`src/rtl/morse_pkg.sv`:
```
// Symbol codes and FSM state type shared between the key sequencer and the Morse decoder.
package morse_pkg;

  localparam logic [1:0] MORSE_DOT  = 2'b01;
  localparam logic [1:0] MORSE_DASH = 2'b10;
  localparam logic [1:0] MORSE_EOC  = 2'b00;
  localparam logic [1:0] MORSE_NOP  = 2'b11;

  typedef enum logic [1:0] {
    IDLE,
    MARK,
    GAP
  } state_e;

endpackage

```
`src/rtl/morse_unit_timer.sv`:
```
// Times marks and gaps in whole Morse units: a prescaler produces one tick per unit,
// and a saturating counter accumulates ticks since the last key edge.
module morse_unit_timer #(
  parameter int unsigned CLK_PER_UNIT = 1000,
  parameter int unsigned CNT_W        = 8
) (
  input  logic             clk,
  input  logic             rst_n,
  input  logic             clear_i,
  output logic             tick_o,
  output logic [CNT_W-1:0] unit_cnt_o
);

  localparam int unsigned PRE_W = (CLK_PER_UNIT > 1) ? $clog2(CLK_PER_UNIT) : 1;

  logic [PRE_W-1:0] pre_q, pre_d;
  logic [CNT_W-1:0] unit_q, unit_d;

  assign tick_o     = (pre_q == PRE_W'(CLK_PER_UNIT - 1));
  assign unit_cnt_o = unit_q;

  // A key edge restarts timing and swallows any tick landing in the same cycle.
  always_comb begin
    pre_d  = pre_q;
    unit_d = unit_q;
    if (clear_i) begin
      pre_d  = '0;
      unit_d = '0;
    end else if (tick_o) begin
      pre_d = '0;
      if (unit_q != '1) begin
        unit_d = unit_q + CNT_W'(1);
      end
    end else begin
      pre_d = pre_q + PRE_W'(1);
    end
  end

  always_ff @(posedge clk or negedge rst_n) begin
    if (!rst_n) begin
      pre_q  <= '0;
      unit_q <= '0;
    end else begin
      pre_q  <= pre_d;
      unit_q <= unit_d;
    end
  end

endmodule

```
`src/rtl/morse_key_sequencer.sv`:
```
// Straight-key front end: synchronises the key, classifies marks as dot/dash and
// issues one-cycle symbol codes to the Morse decoder, bounding characters at MAX_ELEMS.
module morse_key_sequencer
  import morse_pkg::*;
#(
  parameter int unsigned CLK_PER_UNIT   = 1000,
  parameter int unsigned DASH_UNITS     = 2,
  parameter int unsigned CHAR_GAP_UNITS = 3,
  parameter int unsigned MAX_ELEMS      = 6,
  parameter int unsigned SYNC_STAGES    = 2,
  parameter int unsigned CNT_W          = 8
) (
  input  logic       clk,
  input  logic       rst_n,
  input  logic       key_in,
  input  logic       enable,
  output logic [1:0] morse_signal,
  output logic [2:0] elem_count,
  output logic       char_end,
  output logic       overflow,
  output logic       busy
);

  logic [SYNC_STAGES-1:0] sync_q;
  logic [SYNC_STAGES-1:0] vld_q;
  logic                   key_d_q;
  logic                   armed_q;
  logic                   key_s;
  logic                   rise;
  logic                   fall;

  logic                   tick;
  logic [CNT_W-1:0]       unit_cnt;
  logic [CNT_W:0]         unit_nxt;
  logic                   gap_done;

  state_e                 state_q, state_d;
  logic [1:0]             code_q, code_d;
  logic [2:0]             ec_q, ec_d;
  logic                   ce_q, ce_d;
  logic                   ov_q, ov_d;

  assign key_s = sync_q[SYNC_STAGES-1];

  // A key already held through reset must be seen released (after the synchroniser
  // has filled) before a press is accepted, so no stale mark is ever emitted.
  assign rise = key_s & ~key_d_q & armed_q;
  assign fall = ~key_s & key_d_q;

  always_ff @(posedge clk or negedge rst_n) begin
    if (!rst_n) begin
      sync_q  <= '0;
      vld_q   <= '0;
      key_d_q <= 1'b0;
      armed_q <= 1'b0;
    end else begin
      sync_q  <= {sync_q[SYNC_STAGES-2:0], key_in};
      vld_q   <= {vld_q[SYNC_STAGES-2:0], 1'b1};
      key_d_q <= key_s;
      armed_q <= armed_q | (vld_q[SYNC_STAGES-1] & ~key_s);
    end
  end

  morse_unit_timer #(
    .CLK_PER_UNIT(CLK_PER_UNIT),
    .CNT_W       (CNT_W)
  ) u_timer (
    .clk       (clk),
    .rst_n     (rst_n),
    .clear_i   (key_s ^ key_d_q),
    .tick_o    (tick),
    .unit_cnt_o(unit_cnt)
  );

  // The character closes on the tick that brings the gap to CHAR_GAP_UNITS.
  assign unit_nxt = {1'b0, unit_cnt} + (CNT_W+1)'(1);
  assign gap_done = tick && (unit_nxt >= (CNT_W+1)'(CHAR_GAP_UNITS));

  always_comb begin
    state_d = state_q;
    code_d  = MORSE_NOP;
    ce_d    = 1'b0;
    ov_d    = 1'b0;
    ec_d    = ec_q;
    if (!enable) begin
      state_d = IDLE;
      if (ec_q != 3'd0) begin
        code_d = MORSE_EOC;
        ce_d   = 1'b1;
        ec_d   = 3'd0;
      end
    end else begin
      unique case (state_q)
        IDLE: begin
          if (rise) state_d = MARK;
        end
        MARK: begin
          if (fall) begin
            code_d  = (unit_cnt < CNT_W'(DASH_UNITS)) ? MORSE_DOT : MORSE_DASH;
            ec_d    = ec_q + 3'd1;
            state_d = GAP;
          end
        end
        GAP: begin
          if (rise) begin
            state_d = MARK;
            if (ec_q >= 3'(MAX_ELEMS)) begin
              code_d = MORSE_EOC;
              ce_d   = 1'b1;
              ov_d   = 1'b1;
              ec_d   = 3'd0;
            end
          end else if (gap_done) begin
            code_d  = MORSE_EOC;
            ce_d    = 1'b1;
            ec_d    = 3'd0;
            state_d = IDLE;
          end
        end
        default: state_d = IDLE;
      endcase
    end
  end

  always_ff @(posedge clk or negedge rst_n) begin
    if (!rst_n) begin
      state_q <= IDLE;
      code_q  <= MORSE_NOP;
      ec_q    <= 3'd0;
      ce_q    <= 1'b0;
      ov_q    <= 1'b0;
    end else begin
      state_q <= state_d;
      code_q  <= code_d;
      ec_q    <= ec_d;
      ce_q    <= ce_d;
      ov_q    <= ov_d;
    end
  end

  assign morse_signal = code_q;
  assign elem_count   = ec_q;
  assign char_end     = ce_q;
  assign overflow     = ov_q;
  assign busy         = (state_q != IDLE);

endmodule

```
`config.mk`:
```
export PLATFORM = sky130hd
export DESIGN_NAME = morse_key_sequencer
export DESIGN_NICKNAME = d
export VERILOG_FILES = /design/src/rtl/morse_pkg.sv /design/src/rtl/morse_unit_timer.sv /design/src/rtl/morse_key_sequencer.sv
export SDC_FILE = /design/constraint.sdc
export NUM_CORES = 1
export LEC_CHECK = 0
export CAP_MARGIN = 20
export CORE_ASPECT_RATIO = 0.75
export CORE_MARGIN = 2
export CORE_UTILIZATION = 40
export CTS_CLUSTER_SIZE = 40
export DETAILED_ROUTE_END_ITERATION = 8
export GPL_TIMING_DRIVEN = 0
export HOLD_SLACK_MARGIN = 0.12
export SLEW_MARGIN = 15
export SYNTH_ARGS = -nofsm -noshare
export SYNTH_HDL_FRONTEND = slang
export SYNTH_SLANG_ARGS = --single-unit
export TNS_END_PERCENT = 100
```
`constraint.sdc`:
```
create_clock -name clk -period 2.7 [get_ports clk]
set_input_delay 0.405 -clock clk [delete_from_list [all_inputs] [get_ports clk]]
set_output_delay 0.405 -clock clk [all_outputs]
set_load 0.02 [all_outputs]
```
Word level (Yosys, flattened, before mapping)
Cells that the tools add are included.

storage, ports and cells
  input port bits = 4
  output and inout bits = 8
  logic and storage cells = 80
  flip-flop bits (word level) = 33

operators by class
  eq/ne operators = 9
  reduce and logical (&&, ||, !) cells = 10
  mux-type cells = 35
  $lt $le $gt $ge = 3
  $add $sub $neg = 4
  bitwise logic cells = 8

operator list
  cell                                                                                 count
  2-bit 2-to-1 mux                                                                     12
  8-bit 2-to-1 mux                                                                     3
  10-bit 2-to-1 mux                                                                    2
  3-bit 2-to-1 mux                                                                     6
  10-bit by 1-bit adder with 10-bit output, second input constant                      1
  10-bit equality test, second input constant                                          1
  8-bit by 1-bit adder with 9-bit output, second input constant                        1
  9-bit by 2-bit greater-or-equal comparator with 1-bit output, second input constant  1
  1-bit 2-to-1 mux                                                                     9
  8-bit by 1-bit adder with 8-bit output, second input constant                        1
  8-bit by 2-bit less-than comparator with 1-bit output, second input constant         1
  4-bit != test, second input constant                                                 2
  8-bit != test, second input constant                                                 1
  2-bit nonzero test                                                                   4
  3-bit != test, second input constant                                                 2
  2-bit case mux with 3 select lines                                                   1
  3-bit case mux with 2 select lines                                                   1
  5-bit AND reduction                                                                  1
  1-bit AND                                                                            4
  2-bit case mux with 2 select lines                                                   1
  3-bit by 1-bit adder with 3-bit output, second input constant                        1
  3-bit greater-or-equal comparator, second input constant                             1
  3-bit by 1-bit != test with 1-bit output, second input constant                      1
  3-bit AND reduction                                                                  1
  9 further kinds                                                                      10

Longest topological paths before layout
  depth after elaboration = 7
  gate-level depth with buffers = 8
  gate-level depth less buffers = 7

Cells and area by module
A second synthesis with hierarchy kept.

second synthesis, totals
  cells, all modules = 200
  area, all modules = 1,923.1 um2

by module, submodules not included
  module               times used  area an instance (um2)  seq. area each (um2)  cells an instance
  morse_key_sequencer  1           970.9                   377.9                 98
  morse_unit_timer     1           952.2                   450.4                 102

Least setup slack after synthesis
No wires, ideal clock.

  kind = register to register
  start = reg u_timer.unit_q[0] (netlist: u_timer.unit_cnt_o[0])
  end = reg ec_q[0] (netlist: elem_count[0])
  arrival = 1.971 ns
  setup slack = 0.602 ns
  period minus slack after synthesis = 2.098 ns
  buffers on the path = 0
  required time = 2.572 ns
  setup time = 0.128 ns
  cell stages (with the launch flop) = 7
  cell sequence = dfrtp_1 > ha_1 > or3_4 > a2111oi_4 > o311ai_1 > nand2_1 > mux2_1

between the ends
  cells in the longest elaborated chain, start to end = 5

RTL lines
  what                                                          RTL line                    RTL
  start: declaration                                            morse_unit_timer.sv:17      logic [CNT_W-1:0] unit_q, unit_d;
  start signal: assignment                                      morse_unit_timer.sv:45      unit_q <= unit_d;
  8-bit by 1-bit adder with 9-bit output                        morse_key_sequencer.sv:76   assign unit_nxt = {1'b0, unit_cnt} + (CNT_W+1)'(1);
  9-bit by 2-bit greater-or-equal comparator with 1-bit output  morse_key_sequencer.sv:77   assign gap_done = tick && (unit_nxt >= (CNT_W+1)'(CHAR_GAP_UNITS));
  1-bit logical AND                                             morse_key_sequencer.sv:77
  4-bit != test (no line)                                       -
  5-bit AND reduction (no line)                                 -
  end signal: assignment                                        morse_key_sequencer.sv:129  ec_q <= 3'd0;
  end signal: assignment                                        morse_key_sequencer.sv:135  ec_q <= ec_d;
  end: declaration                                              morse_key_sequencer.sv:39   logic [2:0] ec_q, ec_d;

No other way between the ends.
A chain may end at the register's enable or synchronous reset.

Final worst setup path
Same ends and word-level chain as after synthesis.

==> run summary <==
The run finished with clean final reports. The die span in x is 85.4 um. The remaining global-route overflow is 0. The H-tree depth is 2. The number of detailed-route iterations in the first pass is 4. The clock latency at the later pin of the worst-skew pair came out at 0.30 ns. The type of element launching the critical path is a flip-flop. The final worst slack is 0.415 ns. The die is 65.1 um tall. Averaged over all synthesized cells, the footprint is 9.52 um^2. The combinational group share of total power came out at 21.0%.

In this run the cell area measured after placement is 2170 um^2. The area of the mapped netlist came out at 1990 um^2. The total of buffers placed on input and output ports came out at 11. The area growth from synthesis to layout is 16.0%. The power per cell area came out at 641 nW/um^2. After routing, the total negative slack on setup checks comes to 0 ns. The largest fanout of any net on the critical path came out at 7.

The number of hold buffers added after CTS was 0. The sequential area share after synthesis is 41.6%. The number of antenna violations at the first check in global routing is 0.

The core region is 4840 um^2. The floorplan step defined a die boundary enclosing 5560 um^2. The maximum frequency from static timing analysis is 438 MHz. Of the cells placed in the final design, the portion with a size suffix greater than 1 is 11.0%. The detailed router's first-iteration violation count is 83. VDD sags by at most 306 uV. The tree built by TritonCTS fans out to 33 sinks. For the worst setup path, the data arrival time is 2.46 ns. The number of global-route vias before repair is 1500. The relative max-transition margin came out at 46.6%. The part of the cycle the worst path needs is 84.6%. The count of distinct cell types in the synthesized netlist is 54.

The count of instances resized after the clock tree is built is 0. The leakage power came out at 0.956 nW. Dividing the detail-routed wire length by the instance count gives 13.9 um. The hold violation total from the final report is 0. The prevailing post-synth register cell is dfrtp_1.

The biggest area consumer among synthesized cells is dfrtp_1. CTS placed an instance of clkbuf_8 at the clock tree root. The design draws 1.48 mW. The CTS clock-pin slew for the worst setup and hold paths is 0.08 ns. The proportion of total power due to net switching came out at 28.6%.

The largest stage delay on the critical path is 0.48 ns. The initialized floorplan defines 22 standard-cell rows. The final layout contains 244 nets.

The count of flip-flops with a built-in enable after synthesis is 0. The critical path class is flip-flop to flip-flop. The data required time at the worst endpoint came out at 2.88 ns.

The synthesized net count is 226. The top cell type's share of synthesized area came out at 39.0%. After legalization and detailed placement, the total HPWL measured 2820 um. The remaining antenna violation count after routing came out at 0.

12 I/O pins were placed. Clock tree synthesis inserted a total of 5 buffers. The pre-CTS setup slack came out at 0.430 ns. The worst hold slack came out at 0.157 ns. The maximum number of buffers from clock root to sink is 2. Walking the worst path, the cells encountered are ha_1 -> or3_4 -> a2111oi_4 -> o311ai_1 -> nand2_1 -> mux2_1. Counting flops with an async set or reset pin after synthesis yields a share of 100%. Setup repair after global routing left no endpoint under its margin. Post-CTS timing repair inserted 0 buffers for setup.

The pin count of the biggest net entering global routing came out at 34. The global placer's final weighted congestion is 0.804. Global routing used 16.4% of the available tracks across all layers. The via count normalized by instance count came out at 5.21. The number of vias in the routed layout is 1501. The routed design has 4010 um of wire.

The switching power is 0.423 mW. The type of the tightest min-delay check is primary input to async pin. The flop and latch count out of synthesis came out at 33. The remaining routing DRC violations is 0. Of the total power, the clock network draws 39.3%.

The post-synthesis cell count came out at 209. The worst setup path is captured at a flip-flop. The max capacitance violation total came out at 0.

The master of the slowest instance on the critical path is dfrtp_1. The layout filler cell count is 474. The number of diodes added for antenna fixing is 0. The finished cells cover 2310 um^2. The final count of pins violating max slew is 0.

The wire length of the first global-routing pass is 7130 um. In this run, flip-flops and latches consume 39.7% of the power. The TritonCTS clock tree is done.

The internal power of the cells is 1.06 mW. The final critical-path required period is 2.29 ns. Yosys printed 0 warnings. After synthesis, the cell types taking the most area are dfrtp_1 39%, ha_1 8.2%, nor2_1 4.9%. The clock arrives with 0.0119 ns of skew. Once the floorplan was initialized, standard cells occupied 41.1% of the core. Setup violations remaining at the end of the flow were counted as 0. The transition at the pin with the smallest max-transition slack is 0.794 ns.
## critical path: cells and delay by family (launching register included)
kind	cells	cell delay (ns)
adder cells (fa/ha/maj)	1	0.32
AND/OR/NAND/NOR	2	0.56
AO/OA/AOI/OAI	2	0.50
multiplexers	1	0.32
flip-flops	1	0.48
## cell type report
| cell class | instances | area, um^2 | area share [%] |
|---|---|---|---|
| repair buffers | 11 | 105 | 4.56 |
| multi-input cells | 154 | 1060 | 45.8 |
| well taps | 60 | 75.1 | 3.25 |
| flip-flops and latches | 33 | 828 | 35.9 |
| plain buffers | 10 | 58.8 | 2.55 |
| clock buffers | 5 | 68.8 | 2.98 |
| inverters | 12 | 45.0 | 1.95 |
| clock inverters | 3 | 68.8 | 2.98 |
## cells by family (layout without fill, tap and decap cells)
group	count (synthesis)	after routing	synth area share, %
other cells	1	1	0.188
simple gates	88	88	22.8
buf+inv	22	41	5.22
flops	33	33	41.6
mux	4	4	2.08
compound gates	34	34	13.7
xor+xnor	14	14	6.16
fa+ha+maj	13	13	8.18
## layout by cell type, fill, tap and decap left out, types with 4 or more instances in the layout
master           count
nor3_1               6
o21ai_0              6
xnor2_1             11
and2_1               4
nor2_1              26
clkdlybuf4s50_1     10
nand2b_1             4
inv_1               11
nand4_1              4
buf_2                5
ha_1                13
nand2_1             15
nand3_1             10
nand3b_1             5
dfrtp_1             31
clkbuf_8             5
## cell usage after synthesis (4+ instances only)
cell      instances
and2_1            4
buf_2             4
dfrtp_1          31
ha_1             13
inv_1            11
nand2_1          15
nand2b_1          4
nand3_1          10
nand3b_1          5
nand4_1           4
nor2_1           26
nor3_1            6
o21ai_0           6
xnor2_1          11
## power by group through the flow
stage,Combinational [mW],Clock [mW],Sequential [mW]
after floorplan,0.143,0,0.636
after global placement,0.307,0,0.595
after detailed placement,0.312,0,0.597
after CTS,0.313,0.592,0.588
after global routing,0.347,0.613,0.596
final,0.310,0.582,0.587
## flip-flops by register name, indices dropped and copies added (netlist names), 2 cells and up
signal              count
vld_q                   2
morse_signal            2
elem_count              3
state_q                 2
u_timer.unit_cnt_o      8
u_timer.pre_q          10
sync_q                  2
## metrics by stage
step | cells | utilization (%)
after detailed placement | 280 | 44.8
after global routing | 288 | 47.6
after floorplan | 209 | -
final | 288 | 47.6
after CTS | 288 | 47.6
after global placement | 280 | 44.9
## per-layer routing
layer  vias up  global-route usage [%]  share of wire (%)
met1       711                    24.4                 55
met5         -                       0                  0
met3         7                    3.82                2.7
li1        763                       -                  -
met4         0                    5.36                1.3
met2        20                    23.4                 41
## path summary, 6_finish.rpt
check                                 startpoint                     to  slack, ns  depth (start not counted)
max                        u_timer.unit_cnt_o[0]          elem_count[0]       0.41                          6
min                                        rst_n  u_timer.unit_cnt_o[6]       0.16                          1
max reg2reg                u_timer.unit_cnt_o[0]          elem_count[0]       0.41                          6
min reg2reg                            sync_q[0]              sync_q[1]       0.35                          0
max in group asynchronous                  rst_n                key_d_q       2.06                          1
min in group clk                       sync_q[0]              sync_q[1]       0.35                          0
Note: power is estimated with default switching activity, not from simulation.
==> variant, RTL diff (same flow settings) <==
Make the reset (`rst_n`) synchronous in 3 clocked blocks.
--- a/src/rtl/morse_unit_timer.sv
+++ b/src/rtl/morse_unit_timer.sv
@@ -36,7 +36,7 @@
     end
   end
 
-  always_ff @(posedge clk or negedge rst_n) begin
+  always_ff @(posedge clk) begin
     if (!rst_n) begin
       pre_q  <= '0;
       unit_q <= '0;
--- a/src/rtl/morse_key_sequencer.sv
+++ b/src/rtl/morse_key_sequencer.sv
@@ -47,7 +47,7 @@
   assign rise = key_s & ~key_d_q & armed_q;
   assign fall = ~key_s & key_d_q;
 
-  always_ff @(posedge clk or negedge rst_n) begin
+  always_ff @(posedge clk) begin
     if (!rst_n) begin
       sync_q  <= '0;
       vld_q   <= '0;
@@ -122,7 +122,7 @@
     end
   end
 
-  always_ff @(posedge clk or negedge rst_n) begin
+  always_ff @(posedge clk) begin
     if (!rst_n) begin
       state_q <= IDLE;
       code_q  <= MORSE_NOP;
Check against the original RTL: differs if rst_n is asserted again (counterexample within 10 cycles, from zero or initial values and one cycle with rst_n low); with rst_n held inactive, the same outputs for 10 cycles.
==> variant against the original RTL <==
Synthesized area fell by 15%; wire length is 18% lower; design area fell by 16%; utilization up 0.43 points; largest cell class unchanged; sequential share of layout area decreased by 2.0 points; cell count decreased by 5.9%; worst setup slack gained 0.19 ns; sequential cell count is the same; synthesized cell count shrank 5.7%; global-route usage is 0.76 points lower.
Power is not compared: it rests on default switching activity, and its combinational part moved more than twofold at a synthesized area within 25%.
==> variant: results (changes against the original RTL) <==
[outcome]
status = finished, final reports clean  ; unchanged

[logic_synthesis]
muxShareOfSynthArea_pct = 1.19  ; was 2.08%
synth_area_leaders = dfxtp_1, ha_1, nor2_1  ; was dfrtp_1, ha_1, nor2_1
synth_xor_area_share_pct = 7.79  ; was 6.16%
postSynthAreaPerCell_um2 = 8.56  ; was 9.52 um2
syn_nets = 212  ; was 226
yosysUniqueCellTypes = 42  ; was 54
synthAdderAreaFrac_pct = 8.16  ; was 8.18%
synthTopCellsByCount = dfxtp_1, nor2_1, nand2_1, inv_1, ha_1  ; was dfrtp_1, nor2_1, nand2_1, ha_1
ys_seq_area_share_pct = 39.2  ; was 41.6%
synth_compound_area_share_pct = 12.4  ; was 13.7%
async_flop_share_pct = 0  ; was 100%
synthFlopType = dfxtp_1  ; was dfrtp_1

[final_layout]
insertedDiodeCount = 0  ; unchanged
fill_cells = 444  ; was 474
layout-drive-gt1-share_pct = 9.26  ; was 11.0%
stdcell_count = 271  ; was 288
nNetsFinal = 230  ; was 244
top_register = u_timer.pre_q  ; unchanged

[critical_path]
cp-endpoint = elem_count[2]  ; was elem_count[0]
r2r.worst_path.cells = 8  ; was 6
worst_ep_arrival_time_ns = 2.30  ; was 2.46 ns
critPathSlowestCell = dfxtp_1  ; was dfrtp_1
critical_path.top_delay_family = compound AO/OA/AOI/OAI gates  ; was simple AND/OR/NAND/NOR gates
slowest_delay_ns = 0.35  ; was 0.48 ns
crit_fanout = 9  ; was 7
cp-startpoint = u_timer.unit_cnt_o[1]  ; was u_timer.unit_cnt_o[0]
r2r_slack_ns = 0.61  ; was 0.41 ns

[global_routing]
antenna_found_initial = 0  ; unchanged
grt_pass1_wl_um = 5600  ; was 7130 um
grt_max_degree = 11  ; was 34
grtUsageTotal_pct = 15.7  ; was 16.4%
first_global_vias = 1201  ; was 1,500

[worst_hold_path]
min_path_type = flip-flop to flip-flop  ; was input pin to async pin
min_from = sync_q[0]
hold_path_end = sync_q[1]

[place]
dp_slack_ns = 0.635  ; was 0.430 ns
io_buffers = 11  ; unchanged
dpl.hpwl_um = 2340  ; was 2820 um
gp_congestion = 0.779  ; was 0.804
dp.cells = 263  ; was 280

[power_and_ir_drop]
vdd_drop_max_mv = 0.280
p_leak_nw = 0.732

[route]
drt-total-wl_um = 3280  ; was 4010 um
dr.pass1.iters = 4  ; unchanged
drt_iter0_drc = 40  ; was 83
vias = 1350  ; was 1,501

[clock_network]
htreeDepth = 2  ; unchanged
numCtsBuffers = 5  ; unchanged
cts-resized-gates = 0  ; unchanged
cts_buffer_depth = 2  ; unchanged

[timing]
period_share_pct = 77.5  ; was 84.6%
hold_slack_ns = 0.434  ; was 0.157 ns
relSlewSlack_pct = 56.6  ; was 46.6%
skew_ns = 0.00457  ; was 0.0119 ns

variant: routing by layer:
metal | track usage (%) | wire length, um
met2 | 20.5 | 1240
met5 | 0 | 0
met3 | 4.68 | 115
met4 | 8.13 | 72
met1 | 22.8 | 1850
variant: layout make-up:
class                      count  area share (%)
inverter                      16            3.08
sequential                    33            33.9
buffer                         8            1.93
clock inverter                 2           0.514
clock buffer                   6            3.73
tap                           55            3.53
timing repair buffer          11            5.65
multi-input combinational    140            47.7
variant: metrics by stage:
stage	instance area [um2]	power [mW]
floorplan	1690	0.541
global placement	1870	0.559
detailed placement	1870	0.560
CTS	1950	0.922
global route	1950	0.951
finish	1950	0.909
variant: power groups by stage:
stage          sequential, mW  clock, mW  combinational (mW)
2_1_floorplan           0.514          0              0.0271
3_3_place_gp            0.513          0              0.0466
3_5_place_dp            0.513          0              0.0469
4_1_cts                 0.502      0.374              0.0472
5_1_grt                 0.503      0.395              0.0535
6_report                0.502      0.360              0.0466
